[src/rtl/vip_rgb565_pack.sv]
// rtl/vip_rgb565_pack.sv - VIP RGB stream to RGB565 two-pixel Avalon-ST packer with show-ahead FIFO
//
// Purpose:
//   Converts each valid VIP pixel to RGB565, packs two pixels per 32-bit
//   word, tags the first/last word of a frame with sop/eop and queues the
//   words in a show-ahead FIFO that drives an Avalon-ST source. Overflow and
//   short frames are reported through sticky flags.
//
// Configuration macro:
//   VIP_PACK_SWAP_EN - when defined, the even pixel goes to [31:16] and the
//                      odd pixel to [15:0]; otherwise even in [15:0], odd in
//                      [31:16]. sop/eop tagging is the same in both builds.
//
// Ports:
//   clk, reset          system clock, synchronous active-high reset
//   in_href, in_vsync   line active / frame blanking (pixel valid = href & ~vsync)
//   in_r, in_g, in_b    pixel colour, BITS each
//   st_data/valid/ready Avalon-ST source, 32-bit packed words
//   st_sop, st_eop      first / last word of a frame
//   status_clr          clears the sticky flags
//   overflow            sticky: a completed word met a full FIFO and was lost
//   short_frame         sticky: vsync rose before the frame's eop word
//   frame_cnt           complete frames pushed into the FIFO (wrapping)

module vip_rgb565_pack #(
    parameter int BITS       = 8,
    parameter int WIDTH      = 1280,
    parameter int HEIGHT     = 960,
    parameter int FIFO_DEPTH = 16
) (
    input  logic            clk,
    input  logic            reset,
    input  logic            in_href,
    input  logic            in_vsync,
    input  logic [BITS-1:0] in_r,
    input  logic [BITS-1:0] in_g,
    input  logic [BITS-1:0] in_b,
    output logic [31:0]     st_data,
    output logic            st_valid,
    input  logic            st_ready,
    output logic            st_sop,
    output logic            st_eop,
    input  logic            status_clr,
    output logic            overflow,
    output logic            short_frame,
    output logic [15:0]     frame_cnt
);

    localparam int TOTAL = WIDTH * HEIGHT;
    localparam int CW    = $clog2(TOTAL + 1);
    localparam int AW    = $clog2(FIFO_DEPTH);
    localparam int NW    = AW + 1;

    typedef enum logic [1:0] {
        S_IDLE,
        S_ACTIVE,
        S_DROP
    } state_t;

    state_t state, state_nx;

    // ------------------------------------------------------------------
    // Input qualification and colour conversion
    // ------------------------------------------------------------------
    logic        vsync_q;
    logic        vsync_rise;
    logic        pix_valid;
    logic [15:0] pix;

    assign vsync_rise = in_vsync & ~vsync_q;
    assign pix_valid  = in_href & ~in_vsync;
    assign pix        = {in_r[BITS-1 -: 5], in_g[BITS-1 -: 6], in_b[BITS-1 -: 5]};

    // Truncated low colour bits are intentionally dropped.
    logic unused_lsbs;
    if (BITS > 6) begin : g_lsb_g
        assign unused_lsbs = ^{in_r[BITS-6:0], in_g[BITS-7:0], in_b[BITS-6:0]};
    end else begin : g_lsb_no_g
        assign unused_lsbs = ^{in_r[BITS-6:0], in_b[BITS-6:0]};
    end

    // ------------------------------------------------------------------
    // Pixel counter and half-word register
    // ------------------------------------------------------------------
    logic [CW-1:0] pix_cnt;
    logic [15:0]   half_pix;
    logic          accept;
    logic          word_done;
    logic          last_pix;
    logic [31:0]   word_data;

    assign accept    = (state == S_ACTIVE) && pix_valid;
    assign word_done = accept && pix_cnt[0];
    assign last_pix  = (pix_cnt == CW'(TOTAL - 1));

`ifdef VIP_PACK_SWAP_EN
    assign word_data = {half_pix, pix};
`else
    assign word_data = {pix, half_pix};
`endif

    always_ff @(posedge clk) begin
        if (reset) begin
            vsync_q  <= 1'b0;
            pix_cnt  <= '0;
            half_pix <= '0;
        end else begin
            vsync_q <= in_vsync;
            if (vsync_rise) begin
                // Any frame boundary discards a pending half-word.
                pix_cnt  <= '0;
                half_pix <= '0;
            end else if (accept) begin
                pix_cnt <= last_pix ? '0 : pix_cnt + CW'(1);
                if (!pix_cnt[0]) begin
                    half_pix <= pix;
                end
            end
        end
    end

    // ------------------------------------------------------------------
    // Push stage: a completed word is registered here and written into the
    // FIFO one edge later, which is where the full check happens.
    // ------------------------------------------------------------------
    logic        stg_valid;
    logic [31:0] stg_data;
    logic        stg_sop;
    logic        stg_eop;

    always_ff @(posedge clk) begin
        if (reset) begin
            stg_valid <= 1'b0;
            stg_data  <= '0;
            stg_sop   <= 1'b0;
            stg_eop   <= 1'b0;
        end else begin
            stg_valid <= word_done;
            if (word_done) begin
                stg_data <= word_data;
                stg_sop  <= (pix_cnt == CW'(1));
                stg_eop  <= last_pix;
            end
        end
    end

    // ------------------------------------------------------------------
    // Show-ahead FIFO, entry = {eop, sop, data}
    // ------------------------------------------------------------------
    logic [33:0]   mem [FIFO_DEPTH];
    logic [AW-1:0] wr_ptr;
    logic [AW-1:0] rd_ptr;
    logic [NW-1:0] count;
    logic          full;
    logic          empty;
    logic          push_ok;
    logic          push_drop;
    logic          pop;
    logic [33:0]   head;

    assign full      = (count == NW'(FIFO_DEPTH));
    assign empty     = (count == '0);
    // A pop in the same cycle does not make room for a push.
    assign push_ok   = stg_valid && !full;
    assign push_drop = stg_valid && full;
    assign pop       = !empty && st_ready;
    assign head      = mem[rd_ptr];

    always_ff @(posedge clk) begin
        if (push_ok) begin
            mem[wr_ptr] <= {stg_eop, stg_sop, stg_data};
        end
    end

    always_ff @(posedge clk) begin
        if (reset) begin
            wr_ptr <= '0;
            rd_ptr <= '0;
            count  <= '0;
        end else begin
            if (push_ok) begin
                wr_ptr <= wr_ptr + AW'(1);
            end
            if (pop) begin
                rd_ptr <= rd_ptr + AW'(1);
            end
            case ({push_ok, pop})
                2'b10:   count <= count + NW'(1);
                2'b01:   count <= count - NW'(1);
                default: count <= count;
            endcase
        end
    end

    // Head is gated so the outputs read zero whenever the FIFO is empty.
    assign st_valid = !empty;
    assign st_data  = empty ? 32'd0 : head[31:0];
    assign st_sop   = !empty && head[32];
    assign st_eop   = !empty && head[33];

    // ------------------------------------------------------------------
    // Frame state machine
    // ------------------------------------------------------------------
    always_comb begin
        state_nx = state;
        case (state)
            S_IDLE: begin
                if (vsync_rise) begin
                    state_nx = S_ACTIVE;
                end
            end
            S_ACTIVE: begin
                if (vsync_rise) begin
                    state_nx = S_ACTIVE;
                end else if (word_done && last_pix) begin
                    state_nx = S_IDLE;
                end
            end
            S_DROP: begin
                if (vsync_rise) begin
                    state_nx = S_ACTIVE;
                end
            end
            default: state_nx = S_IDLE;
        endcase
        // A lost word abandons the rest of the frame unless a new frame is
        // starting in this very cycle.
        if (push_drop && !vsync_rise) begin
            state_nx = S_DROP;
        end
    end

    always_ff @(posedge clk) begin
        if (reset) begin
            state <= S_IDLE;
        end else begin
            state <= state_nx;
        end
    end

    // ------------------------------------------------------------------
    // Status
    // ------------------------------------------------------------------
    logic short_set;

    assign short_set = (state == S_ACTIVE) && vsync_rise;

    always_ff @(posedge clk) begin
        if (reset) begin
            overflow    <= 1'b0;
            short_frame <= 1'b0;
            frame_cnt   <= '0;
        end else begin
            // A set event in the same cycle as a clear wins.
            overflow    <= (overflow    && !status_clr) || push_drop;
            short_frame <= (short_frame && !status_clr) || short_set;
            if (push_ok && stg_eop) begin
                frame_cnt <= frame_cnt + 16'd1;
            end
        end
    end

endmodule

[config.mk]
export PLATFORM = sky130hd
export DESIGN_NAME = vip_rgb565_pack
export DESIGN_NICKNAME = d
export VERILOG_FILES = /design/src/rtl/vip_rgb565_pack.sv
export SDC_FILE = /design/constraint.sdc
export NUM_CORES = 1
export LEC_CHECK = 0
export CAP_MARGIN = 0
export CORE_MARGIN = 5
export CORE_UTILIZATION = 65
export DETAILED_ROUTE_END_ITERATION = 10
export PLACE_DENSITY_LB_ADDON = 0.25
export SYNTH_ARGS = -nofsm -noshare
export SYNTH_HDL_FRONTEND = slang
export SYNTH_SLANG_ARGS = --single-unit
[constraint.sdc]
create_clock -name clk -period 6.17 [get_ports clk]
set_input_delay 0.9255 -clock clk [delete_from_list [all_inputs] [get_ports clk]]
set_output_delay 0.9255 -clock clk [all_outputs]
set_load 0.02 [all_outputs]
==> out/metrics.cfg, run 1 <==
[logic_synthesis]
async_reset_ff_frac=0
synthFlopType=edfxtp_1
yosys_warnings=0
synth_edf_count=544
synth_area_sq_mm=0.02523
ys_seq_elements=654
avgSynthCellArea_sq_um=18.13
syn_nets=1432
ys_types=54
ys_seq_area_frac=0.7347
postSynthCellCount=1392

[routing]
ant_nets=0
viasPerCell=6.400
drtIter0Drc=1314
drt_wl_total_um=55340
drc=0
post_drt_wl_per_cell_um=26.83
routed-via-count=13204
firstDrtPassIters=5

[global_routing]
grt_pass1_wl_um=83770
antenna_found_initial=1
grt_pass1_vias=13708
grt_max_degree=79
grt_use_total=0.2594
grt-ovfl-total=0

[clock_network]
cts_setup_buffers=0
ctsResizeCount=0
cts_sinks=654
cts_hold_buf=0
htree_levels=3
clk_latency_ps=570
cts_tree=done
cts_buffers=66
cts-root-buf=clkbuf_16
clock_path_buffers=3
clk_pin_slew_ps=60

[timing]
worstMarginPinSlew_ps=1220
tns_ps=0
fin_crit_sh=0.7316
skew_ps=19.25
period_minus_slack_ps=4514
whs_ps=455.1
setup_violations=0
slew_headroom=0.1836
drv_slew=0
rsz0062_at_grt=false
fmax_ghz=0.2215
finalHoldViolCount=0

[floorplan]
dieArea_sq_mm=0.04286
row_count=72
io_pins=83
fp.dieW_um=207.0
start_util=0.6544
die_h_um=207.0
core_area_sq_mm=0.03856

[finish]
n_fill_cell=2236
layout.cells.non_filler=2063
antenna_cells=0
final_cell_mix=544 x edfxtp_1, 136 x mux4_2, 124 x nand2_1, 107 x dfxtp_1, 73 x clkdlybuf4s50_1
drive_gt1_frac=0.1968
fin_util=0.7466
area_growth_pct=14.08
final_common_cell=edfxtp_1
nNetsFinal=1532

[power_and_ir_drop]
p_per_area_mw_per_mm2=340.0
total_power_uw=9787
ir_worst_vdd_uv=235.5
power.leakage_uw=0.009445

[place]
dp_hpwl_um=30040
dp_cells=1942
port_buffers=74
routabilityCongestion=0.8310

[setup_path]
crit_required_ps=5240
rrSetupSlack_ps=2760
timing.rr.start=count[1]$_SDFFE_PP0P_
reg2reg_depth=10
endpoint_kind=output port
path_max_fanout=20
r2r-end=count[4]$_SDFFE_PP0P_
worstPathArrival_ps=3590
critPathLaunchType=flop
critical_path_class=reg -> out
crit_start=count[1]$_SDFFE_PP0P_

[hold_path]
hp-class=reg -> reg
worst_hold_startpoint=half_pix[8]$_SDFFE_PP0P_
hold_end=stg_data[8]$_SDFFE_PP0P_
whs_path_depth=2

[run_status]
outcome=finished clean

[run]
cap_violations=0

## per-stage QoR
step           cell area, sq um  worst slack, ps
2_1_floorplan             25230             2341
3_3_place_gp              26610             2312
3_5_place_dp              26610             2277
4_1_cts                   28790             1656
5_1_grt                   28790             1546
6_report                  28790             1656
## layout make-up
type | count | area (sq um) | area share
flip-flops and latches | 654 | 18550 | 0.6444
multi-input cells | 652 | 6376 | 0.2215
clock buffers | 97 | 1974 | 0.06859
repair buffers | 107 | 996.0 | 0.03460
well taps | 518 | 648.1 | 0.02251
clock inverters | 24 | 201.4 | 0.006998
inverters | 11 | 41.29 | 0.001434
## per-layer routing
layer / global-route usage / wire [um] / vias up
met5: 0 / 20 / -
met1: 0.3427 / 20530 / 6766
li1: - / - / 5695
met4: 0.07638 / 1337 / 2
met2: 0.4495 / 28810 / 636
met3: 0.04781 / 4646 / 105
## sequential cells by signal, indices dropped and copies added, names as in the netlist, 2 cells and up, named ones only
signal	flops
count	5
wr_ptr	4
stg_data	32
pix_cnt	21
state	2
half_pix	16
rd_ptr	4
frame_cnt	16
mem	544
## power breakdown
part | switching (uW) | internal [uW] | leakage (uW)
combinational | 587 | 483 | 0.00206
sequential | 44.4 | 4730 | 0.00632
clock | 1600 | 2350 | 0.00107
## cell families after synthesis
kind of cell | share of synthesized area
buf+inv | 0.01711
mux | 0.1497
simple gates | 0.05261
xor+xnor | 0.01458
fa+ha+maj | 0.004959
flops | 0.7347
compound gates | 0.02633
## worst max path at each step
stage,end,cells past startpoint
floorplan,mem[2][0]$_DFFE_PP_,6
global placement,st_data[24],6
detailed placement,st_data[24],6
CTS,st_data[24],6
global route,st_data[16],6
finish,st_data[25],6
## cells in the mapped netlist (7+ instances only)
cell type | instances | share of area
dfxtp_1 | 110 | 0.087
clkbuf_1 | 29 | 0.0043
nand3_1 | 13 | 0.0026
xor2_1 | 24 | 0.0083
mux2i_1 | 70 | 0.028
mux4_2 | 136 | 0.12
nand4_1 | 16 | 0.0040
xnor2_1 | 18 | 0.0062
o22ai_1 | 34 | 0.0084
nand2_1 | 124 | 0.018
ha_1 | 10 | 0.0050
inv_1 | 11 | 0.0016
nor3_1 | 12 | 0.0024
edfxtp_1 | 544 | 0.65
buf_2 | 28 | 0.0056
a21oi_1 | 61 | 0.012
nor2_1 | 69 | 0.010
buf_4 | 7 | 0.0021
nand2b_1 | 8 | 0.0020
## critical path, stage by stage (launching register included)
cell,delay (ps)
dfxtp_1,410
nor4_4,590
nand2_2,180
nand2_2,620
buf_4,420
o22ai_1,200
clkdlybuf4s50_1,580
No activity file was read; power rests on OpenSTA's default activity.
==> inputs of run 2 (changes only) <==
--- a/config.mk
+++ b/config.mk
@@ -7,7 +7,7 @@
 export LEC_CHECK = 0
 export CAP_MARGIN = 0
 export CORE_MARGIN = 5
-export CORE_UTILIZATION = 65
+export CORE_UTILIZATION = 55
 export DETAILED_ROUTE_END_ITERATION = 10
 export PLACE_DENSITY_LB_ADDON = 0.25
 export SYNTH_ARGS = -nofsm -noshare
==> constraint.sdc (replaced) <==
create_clock -name clk -period 3.65 [get_ports clk]
set_input_delay 0.5475 -clock clk [delete_from_list [all_inputs] [get_ports clk]]
set_output_delay 0.5475 -clock clk [all_outputs]
set_load 0.02 [all_outputs]
==> out/metrics.cfg, run 2 (synthesis results as in run 1) <==
[finish]
largest_register=mem  ; unchanged
antenna_cells=0  ; unchanged
layout.cells.non_filler=2153  ; was 2063
nNetsFinal=1542  ; was 1532
area_growth_pct=15.74  ; was 14.08%
final_cell_mix=544 x edfxtp_1, 136 x mux4_2, 124 x nand2_1, 107 x dfxtp_1, 73 x clkdlybuf4s50_1  ; unchanged
largest_register_ff_count=544  ; unchanged
drive_gt1_frac=0.2061  ; was 0.1968
fin_util=0.6435  ; was 0.7466
multi_input_area_sq_mm=0.006401  ; was 0.006376 sq mm
final_common_cell=edfxtp_1  ; unchanged
largestRegisters=mem: 544 flops, stg_data: 32 flops, pix_cnt: 21 flops  ; unchanged
n_fill_cell=3078  ; was 2236
area.sequential_sq_mm=0.01855  ; unchanged

[global_routing]
grt-ovfl-total=0  ; unchanged
grt_pass1_vias=13429  ; was 13708
grt_pass1_wl_um=82860  ; was 83770 um
antenna_found_initial=4  ; was 1
grt_max_degree=61  ; was 79
grt_use_total=0.2197  ; was 0.2594

[clock_network]
htree_levels=2  ; was 3
clock_path_buffers=3  ; unchanged
clk_latency_ps=630  ; was 570 ps
cts_buffers=61  ; was 66
cts-root-buf=clkbuf_16  ; unchanged
cts_sinks=654  ; unchanged
cts_tree=done  ; unchanged
clk_pin_slew_ps=70  ; was 60 ps
cts_hold_buf=0  ; unchanged
ctsResizeCount=0  ; unchanged

[setup_path]
max_stage_delay_ps=690  ; was 620 ps
crit_family=buffers and inverters  ; was simple AND/OR/NAND/NOR gates
timing.rr.start=count[3]$_SDFFE_PP0P_  ; was count[1]$_SDFFE_PP0P_
crit_slowest_cell=clkdlybuf4s50_1  ; was nand2_2
worstPathArrival_ps=2830  ; was 3590 ps
crit_chain=inv_1 > nand2_2 > nand2b_2 > buf_12 > o22ai_1 > clkdlybuf4s50_1  ; was nor4_4 > nand2_2 > nand2_2 > buf_4 > o22ai_1 > clkdlybuf4s50_1
reg2reg_depth=11  ; was 10
path_max_fanout=34  ; was 20
critical_path_class=reg -> out  ; unchanged
r2r-end=count[4]$_SDFFE_PP0P_  ; unchanged
endpoint_kind=output port  ; unchanged
crit_required_ps=3100  ; was 5240 ps
cp_num_buf_inv=3  ; was 2
critPathLaunchType=flop  ; unchanged
rrSetupSlack_ps=590  ; was 2760 ps

[routing]
drt_wl_total_um=55000  ; was 55340 um
drtIter0Drc=1367  ; was 1314
routed-via-count=13165  ; was 13204
firstDrtPassIters=5  ; unchanged
drc=0  ; unchanged
post_drt_wl_per_cell_um=25.55  ; was 26.83 um
viasPerCell=6.115  ; was 6.400
ant_nets=0  ; unchanged

[timing]
slew_headroom=0.4435  ; was 0.1836
rsz0062_at_grt=false  ; unchanged
drv_slew=0  ; unchanged
fin_crit_sh=0.9261
fmax_ghz=0.2958
worstMarginPinSlew_ps=833.6  ; was 1220 ps
setup_violations=0  ; unchanged
tns_ps=0  ; unchanged
whs_ps=445.6  ; was 455.1 ps
skew_ps=19.52  ; was 19.25 ps
period_minus_slack_ps=3380
finalHoldViolCount=0  ; unchanged

[floorplan]
io_pins=83  ; unchanged
fp.dieW_um=224.2  ; was 207.0 um
start_util=0.5560  ; was 0.6544
core_area_sq_mm=0.04538  ; was 0.03856 sq mm
dieArea_sq_mm=0.05026  ; was 0.04286 sq mm
row_count=78  ; was 72
die_h_um=224.2  ; was 207.0 um

[run]
cap_violations=0  ; unchanged

[place]
dp_cells=2033  ; was 1942
dp_hpwl_um=29400  ; was 30040 um
routabilityCongestion=0.8029  ; was 0.8310
port_buffers=74  ; unchanged

[hold_path]
worst_hold_startpoint=half_pix[5]$_SDFFE_PP0P_  ; was half_pix[8]$_SDFFE_PP0P_
hold_end=stg_data[5]$_SDFFE_PP0P_  ; was stg_data[8]$_SDFFE_PP0P_
hp-class=reg -> reg  ; unchanged
whs_path_depth=2  ; unchanged

[power_and_ir_drop]
power_frac_seq=0.483  ; was 0.488
power.leakage_uw=0.009690  ; was 0.009445 uW
pwr-share-clk=0.401  ; was 0.403
total_power_uw=16640  ; was 9787 uW
ir_worst_vdd_uv=392.1  ; was 235.5 uV
p_per_area_mw_per_mm2=569.9  ; was 340.0 mW/mm^2
p_sw_uw=3846  ; was 2228 uW
p_int_uw=12800  ; was 7559 uW
netSwitchingFraction=0.2311  ; was 0.2276
p_comb_frac=0.116  ; was 0.109

[run_status]
outcome=finished clean  ; unchanged

[run 2: cell count changes in the layout (fill, tap and decap cells not counted), moves of 3 or more]
cell	change
buf_12	+16
clkbuf_1	-5
clkbuf_16	-5
inv_4	+3
clkinv_1	-3
bufinv_16	+5
nor3_4	+4
nor3_2	-4
clkbuf_8	-6
[run 2: worst reg2reg max path, delay by kind of cell (launching register included)]
family | cells | cell delay (ps)
AND/OR/NAND/NOR | 2 | 960
XOR/XNOR | 1 | 190
buffers and inverters | 2 | 330
adder cells (fa/ha/maj) | 2 | 500
flip-flops | 1 | 400
AO/OA/AOI/OAI | 3 | 260
multiplexers | 1 | 310
[run 2: cell type report]
type,count,area share
clock buffers,81,0.05985
well taps,600,0.02571
repair buffers,122,0.04507
inverters,11,0.001414
clock inverters,33,0.01362
multi-input cells,652,0.2192
flip-flops and latches,654,0.6351
[run 2: per-layer routing]
metal / vias up / wire [um] / global-route usage
met4: 8 / 1055 / 0.05264
met1: 6825 / 22520 / 0.3103
li1: 5712 / - / -
met2: 529 / 26590 / 0.3511
met3: 91 / 4795 / 0.05714
met5: - / 35 / 0
[run 2: power by group through the flow]
stage	clock (uW)	combinational [uW]	sequential [uW]
2_1_floorplan	0	1090	8160
3_3_place_gp	0	1870	8210
3_5_place_dp	0	1890	8210
4_1_cts	6780	1920	8040
5_1_grt	7090	2030	8030
6_report	6680	1930	8030
[run 2: worst max path at each step]
stage | start | endpoint | slack [ps] | depth (start not counted)
after floorplan | count[1]$_SDFFE_PP0P_ | count[4]$_SDFFE_PP0P_ | 720 | 11
after global routing | count[4]$_SDFFE_PP0P_ | st_data[31] | 110 | 6
after detailed placement | st_ready | count[4]$_SDFFE_PP0P_ | 420 | 9
after global placement | st_ready | count[4]$_SDFFE_PP0P_ | 510 | 9
after CTS | flop | st_data[8] | 100 | 5
final | count[4]$_SDFFE_PP0P_ | st_data[31] | 270 | 6
[run 2: what timing repair did]
| action | in CTS | in global routing |
|---|---|---|
| pin swaps | 1 | 0 |
| endpoints found under the hold margin | 0 | 0 |
| endpoints found under the setup margin | 15 | 1 |
| buffers inserted | 2 | 4 |
[run 2: per-stage QoR]
stage | instance area (sq um) | setup WS (ps)
finish | 29200 | 269.7
global route | 29200 | 107.2
CTS | 29160 | 97.43
detailed placement | 26990 | 423.5
global placement | 26990 | 510.0
floorplan | 25250 | 717.5
